## config.mk

```make
export PLATFORM = sky130hd
export DESIGN_NAME = bcdn_counter
export DESIGN_NICKNAME = d
export VERILOG_FILES = /design/src/rtl/bcdn_counter.sv
export SDC_FILE = /design/constraint.sdc
export NUM_CORES = 1
export LEC_CHECK = 0
export BUFFER_PORTS_ARGS = -buffer_cell sky130_fd_sc_hd__buf_4
export CAP_MARGIN = 10
export CELL_PAD_IN_SITES_DETAIL_PLACEMENT = 0
export CELL_PAD_IN_SITES_GLOBAL_PLACEMENT = 1
export CORE_MARGIN = 10
export CORE_UTILIZATION = 41
export DETAILED_ROUTE_END_ITERATION = 8
export MAX_ROUTING_LAYER = met4
export PLACE_DENSITY = 0.82
export SLEW_MARGIN = 5
export SYNTH_ARGS = -nofsm -noshare
export SYNTH_HDL_FRONTEND = slang
export SYNTH_SLANG_ARGS = --single-unit
```

## constraint.sdc

```tcl
create_clock -name clk -period 2.1 [get_ports clk]
set_input_delay 0.42 -clock clk [delete_from_list [all_inputs] [get_ports clk]]
set_output_delay 0.42 -clock clk [all_outputs]
set_load 0.02 [all_outputs]
```

## src/rtl/bcdn_counter.sv

```systemverilog
// Multi-decade BCD up/down counter with validated parallel load, cascade strobe,
// sticky overflow flag and a one-cycle pulse on a rejected load.
module bcdn_counter #(
  parameter int DIGITS = 4,
  parameter bit SAT    = 1'b0
) (
  input  logic                clk,
  input  logic                reset,
  input  logic                x,
  input  logic                dir,
  input  logic                clr,
  input  logic                load,
  input  logic [4*DIGITS-1:0] din,
  output logic [4*DIGITS-1:0] bcdn_out,
  output logic                tc,
  output logic                ovf,
  output logic                err,
  output logic                zero
);

  localparam int W = 4 * DIGITS;

  logic         at_term;
  logic         din_ok;
  logic [W-1:0] step_val;

  function automatic logic nibbles_valid(input logic [W-1:0] v);
    logic ok;
    ok = 1'b1;
    for (int i = 0; i < DIGITS; i++) begin
      if (v[4*i +: 4] > 4'd9) ok = 1'b0;
    end
    return ok;
  endfunction

  function automatic logic all_nines(input logic [W-1:0] v);
    logic ok;
    ok = 1'b1;
    for (int i = 0; i < DIGITS; i++) begin
      if (v[4*i +: 4] != 4'd9) ok = 1'b0;
    end
    return ok;
  endfunction

  // Ripple carry across decades; all-nines naturally wraps to all-zeros.
  function automatic logic [W-1:0] bcd_inc(input logic [W-1:0] v);
    logic [W-1:0] r;
    logic         carry;
    r     = v;
    carry = 1'b1;
    for (int i = 0; i < DIGITS; i++) begin
      if (carry) begin
        if (v[4*i +: 4] == 4'd9) begin
          r[4*i +: 4] = 4'd0;
        end else begin
          r[4*i +: 4] = v[4*i +: 4] + 4'd1;
          carry       = 1'b0;
        end
      end
    end
    return r;
  endfunction

  // Ripple borrow across decades; all-zeros naturally wraps to all-nines.
  function automatic logic [W-1:0] bcd_dec(input logic [W-1:0] v);
    logic [W-1:0] r;
    logic         borrow;
    r      = v;
    borrow = 1'b1;
    for (int i = 0; i < DIGITS; i++) begin
      if (borrow) begin
        if (v[4*i +: 4] == 4'd0) begin
          r[4*i +: 4] = 4'd9;
        end else begin
          r[4*i +: 4] = v[4*i +: 4] - 4'd1;
          borrow      = 1'b0;
        end
      end
    end
    return r;
  endfunction

  always_comb begin
    zero     = (bcdn_out == '0);
    at_term  = dir ? zero : all_nines(bcdn_out);
    tc       = x & ~clr & ~load & at_term;
    din_ok   = nibbles_valid(din);
    step_val = dir ? bcd_dec(bcdn_out) : bcd_inc(bcdn_out);
  end

  always_ff @(posedge clk or negedge reset) begin
    if (!reset) begin
      bcdn_out <= '0;
      ovf      <= 1'b0;
      err      <= 1'b0;
    end else begin
      err <= 1'b0;
      if (clr) begin
        bcdn_out <= '0;
        ovf      <= 1'b0;
      end else if (load) begin
        if (din_ok) bcdn_out <= din;
        else        err      <= 1'b1;
      end else if (x) begin
        if (tc) ovf <= 1'b1;
        // Saturating build freezes at the terminal value instead of wrapping.
        if (!(at_term && SAT)) bcdn_out <= step_val;
      end
    end
  end

endmodule

```

Word-level counts from Yosys, hierarchy flattened
Index checks and enable logic that the tools add are counted.

storage, ports and cells
  bits in registers = 18
  input port bits = 22

cells by class
  $add $sub $neg = 8
  magnitude comparators = 4
  equality and inequality tests = 13
  multiplexer cells = 45
  bitwise gates (word level) = 5
  reduce and logical (&&, ||, !) cells = 16

operators with widths
  kind                 count
  $mux 16              5
  $mux 4               14
  $mux 1               26
  $add 4x1->4 const B  4
  $eq 4x4->1 const B   4
  $gt 4x4->1 const B   4
  $logic_not 16->1     1
  $logic_not 4->1      4
  $ne 4x4->1 const B   4
  $sub 4x1->4 const B  4
  $ne 4x1->1 const B   3
  $reduce_and 4->1     3
  $reduce_bool 4->1    3
  $reduce_bool 2->1    2
  $and 1x1->1          3
  $ne 3x2->1 const B   1
  $reduce_and 3->1     1
  $reduce_bool 3->1    1
  $ne 2x2->1 const B   1
  $not 1->1            2
  $reduce_and 2->1     1

Depth between registers and ports, before layout
  depth in word-level cells = 11
  mapped depth = 7

Worst setup path after synthesis
Ideal clock, no wire load.

  kind = register to output
  start = reg bcdn_out[5]
  end = out tc
  data arrival time = 1.723 ns
  slack = -0.043 ns
  stages on the path, launching flop included = 7
  path buffers = 0
  cells stage by stage = dfrtp_1 > inv_1 > ha_1 > and3b_1 > nand4_2 > o32ai_1 > and3_1

between the ends
  longest elaborated chain between the ends = 6
  elaborated cells on any way between the ends = 7
  classes of those cells = eq/ne (1); mux (4); bitwise (1); reduce/logical (1)

RTL lines
  what                    RTL line  source
  start, declared         14        output logic [4*DIGITS-1:0] bcdn_out,
  start signal, assigned  102       if (din_ok) bcdn_out <= din;
  start signal, assigned  107       if (!(at_term && SAT)) bcdn_out <= step_val;
  $ne 4x4->1              40        if (v[4*i +: 4] != 4'd9) ok = 1'b0;
  $mux 1 (3 in a row)     40
  $mux 1 (*)              85        at_term = dir ? zero : all_nines(bcdn_out);
  $and 1x1->1 (*)         86        tc = x & ~clr & ~load & at_term;
  end, declared           15        output logic tc,

Every way passes the cells marked *; elsewhere a longest branch is shown, timed or not.

Worst setup path in the final report
  start = reg bcdn_out[9]
  end = out tc

between the ends
  longest elaborated chain between the ends = 5
  elaborated cells on any way between the ends = 6
  classes of those cells = eq/ne (1); mux (3); bitwise (1); reduce/logical (1)

RTL lines
  what                 RTL line
  $ne 4x4->1           40
  $mux 1 (2 in a row)  40
  $mux 1 (*)           85
  $and 1x1->1 (*)      86

Marked as above.

==> impl_metrics.py <==
metrics = {
    "synthesis": {
        "syn-instance-count": 218,
        "ys_seq_area_share_pct": 23.7,
        "yosys_register_bits": 18,
        "mappedNetlistNets": 254,
        "synth_enable_flop_cells": 0,
        "commonest_cells_in_the_synthesized_netlist": "sky130_fd_sc_hd__dfrtp_1, sky130_fd_sc_hd__nand2_1, sky130_fd_sc_hd__inv_1, sky130_fd_sc_hd__o21ai_0, sky130_fd_sc_hd__ha_1",
        "ys_warn_count": 0,
        "synth.top_cells.by_area": "sky130_fd_sc_hd__dfrtp_1, sky130_fd_sc_hd__ha_1, sky130_fd_sc_hd__o21ai_0, sky130_fd_sc_hd__nand2_1, sky130_fd_sc_hd__a21oi_1",
        "yosysTopAreaCell": "sky130_fd_sc_hd__dfrtp_1",
        "syn-cell-area_um2": 1900,
        "synth_cell_types": 62,
        "post-synth-top-area-fraction_pct": 23.7,
        "synthFlopType": "sky130_fd_sc_hd__dfrtp_1",
        "synth_async_sr_flop_share_pct": 100,
        "synth.avg_cell_area_um2": 8.74,
    },
    "clocking": {
        "cts_num_sinks": 18,
        "worst_skew_pair.late_latency_ns": 0.26,
        "cts_inserted_buffers": 3,
        "cts-root-to-sink-buffers": 2,
        "cts_hold_repair.buffers": 0,
        "tritoncts": "built",
        "cts_root_buffer": "sky130_fd_sc_hd__clkbuf_8",
        "clk_pin_slew_ns": 0.08,
        "htreeDepth": 1,
    },
    "drt": {
        "detailedRoute.firstIterationViolations": 106,
        "drc_errors": 0,
        "wire_length_reported_by_the_detailed_router_um": 5780,
        "wl_per_instance_um": 16.8,
        "drt_pre_antenna_iters": 4,
        "num_vias": 1913,
        "viasPerCell": 5.56,
        "antenna_violating_nets_post_route": 0,
    },
    "timing": {
        "finalWorstSetupSlack_ns": -0.132,
        "min_period_ns": 2.23,
        "timing.final.crit_share_pct": 106,
        "setup-tns-final_ns": -0.137,
        "worst_slew_margin_rel_pct": 68.0,
        "final_max_slew_viol_count": 0,
        "timing_hold_violations_final": 0,
        "rsz0062_at_grt": "yes",
        "fin_worst_skew_ns": 0.00800,
        "finalHoldWorstSlack_ns": 0.0194,
        "setup_viol": 2,
        "achievable-frequency_mhz": 448,
        "max_slew.worst_pin.slew_ns": 0.475,
    },
    "finish": {
        "filler_cells": 396,
        "nets": 329,
        "fraction_of_final_layout_cells_with_drive_strength_greater_than_1_pct": 43.5,
        "post-route-cell-area_um2": 2710,
        "utilization_pct": 61.3,
        "insertedDiodeCount": 0,
        "finalNonFillerCells": 344,
        "area_growth_pct": 42.1,
    },
    "global_routing": {
        "largest_net_degree_at_the_start_of_global_routing": 24,
        "grt_util_all_layers_pct": 15.2,
        "antenna_found_initial": 0,
        "grt.overflow.total": 0,
        "grt_first_pass_wirelength_um": 9400,
        "first_global_vias": 1909,
    },
    "place": {
        "final_weighted_congestion_of_routability_driven_global_placement": 0.925,
        "instance_count_after_placement_with_tap_cells_included": 330,
        "placed_area_um2": 2450,
        "detailed_place_hpwl_um": 4330,
        "count_of_buffers_from_port_buffering": 41,
    },
    "worst_setup_path": {
        "timing.critical_path.fanout_max": 2,
        "timing.critical_path.required_ns": 1.68,
        "r2r_slack_ns": 0.06,
        "rr_startpoint": "bcdn_out[9]$_DFFE_PN0P_",
        "category_of_the_worst_setup_path_capture_point": "output pin",
        "r2r.worst_path.cells": 10,
        "cp.arrival_ns": 1.81,
        "timing.rr.end": "bcdn_out[14]$_DFFE_PN0P_",
        "type_of_origin_of_the_critical_path": "flop",
        "critPathKind": "reg -> out",
    },
    "floorplan": {
        "initial_core_util_pct": 43.1,
        "design.core.area_um2": 4410,
        "dieHeight_um": 88.2,
        "floorplan.die_area_um2": 7770,
        "die_x_um": 88.2,
        "num_io_pins": 42,
        "rows": 24,
    },
    "pwr": {
        "p_per_area_nw_per_um2": 615,
        "power.static_leakage_nw": 1.20,
        "peakVddDrop_uv": 385,
    },
    "outcome": {
        "failing_checks": "setup timing",
        "outcome": "finished, violations left",
    },
    "run": {
        "timing.max_cap.violations": 0,
    },
    "min_path": {
        "hold_class": "in -> async",
    },
}
[critical path: stages (launching register included)]
cell                      delay, ns
sky130_fd_sc_hd__dfrtp_2       0.43
sky130_fd_sc_hd__inv_4         0.08
sky130_fd_sc_hd__ha_4          0.13
sky130_fd_sc_hd__and3b_2       0.23
sky130_fd_sc_hd__nand4_4       0.12
sky130_fd_sc_hd__o32ai_4       0.24
sky130_fd_sc_hd__and3_4        0.22
sky130_fd_sc_hd__buf_6         0.11
[repair_timing]
action,CTS,global route
setup buffers,7,3
endpoints found under the hold margin,0,0
gates cloned,0,0
pin swaps,6,7
gates resized for setup,20,11
endpoints found under the setup margin,2,6
[layout make-up]
| type | instances | area, um^2 | area share, % |
|---|---|---|---|
| multi-input combinational | 171 | 1430 | 52.8 |
| clock buffer | 4 | 55.1 | 2.03 |
| timing repair buffer | 82 | 634 | 23.4 |
| sequential | 18 | 455 | 16.8 |
| inverter | 17 | 66.3 | 2.45 |
| tap | 52 | 65.1 | 2.40 |
[cells in the final DEF (no fill, tap or decap), drive strengths merged, types with 3 or more instances in the layout]
cell type,synthesis,routed
a221oi,3,3
mux2i,4,4
ha,14,14
a21oi,12,12
nor4b,3,3
nor2,7,7
o2bb2ai,3,3
dfrtp,18,18
a211oi,4,4
o31ai,3,3
nand3b,4,4
nor3b,6,6
a22o,3,3
o21ai,22,22
a31oi,5,5
nand2b,4,4
mux2,3,3
o21bai,4,4
buf,9,82
clkbuf,3,4
nand2,18,18
nor2b,10,10
inv,17,17
nand3,9,9
[where the power goes]
part	total (mW)	internal (mW)	switching, mW	leakage (nW)
Sequential	0.440	0.392	0.0482	0.232
Combinational	0.928	0.463	0.465	0.937
Clock	0.297	0.167	0.130	0.0288
[registers in the layout, summed over array words and instances, names as in the netlist]
register,count
bcdn_out,16
err,1
ovf,1
[how the worst max path moves through the flow]
| stage | start | endpoint | cells after the start |
|---|---|---|---|
| 2_1_floorplan | bcdn_out[5]$_DFFE_PN0P_ | tc | 6 |
| 3_3_place_gp | bcdn_out[5]$_DFFE_PN0P_ | tc | 7 |
| 3_5_place_dp | bcdn_out[5]$_DFFE_PN0P_ | tc | 7 |
| 4_1_cts | bcdn_out[9]$_DFFE_PN0P_ | tc | 7 |
| 5_1_grt | bcdn_out[1]$_DFFE_PN0P_ | tc | 7 |
| 6_report | bcdn_out[9]$_DFFE_PN0P_ | tc | 7 |
[per-layer routing]
metal / global-route usage [%] / wire [um]
met1: 18.6 / 2620
met2: 25.7 / 2910
met3: 2.97 / 209
met4: 2.57 / 44
met5: - / 0
[metrics by stage]
stage	total power, mW	worst slack (ns)
after global placement	1.25	0.0502
after CTS	1.62	-0.136
after detailed placement	1.25	0.00713
after global routing	1.77	-0.186
final	1.66	-0.132
after floorplan	0.927	0.0164
[cell families (layout without fill, tap and decap cells)]
kind of cell / count (synthesis) / after routing / synth area share (%)
muxes: 9 / 9 / 7.10
DFF: 18 / 18 / 23.7
AOI/OAI and AO/OA: 72 / 72 / 28.3
buffers and inverters: 29 / 103 / 6.90
adders and majority gates: 14 / 14 / 9.20
and+or+nand+nor: 75 / 75 / 24.4
xor gates and xnor gates: 1 / 1 / 0.460
Note: power is estimated with default switching activity, not from simulation.
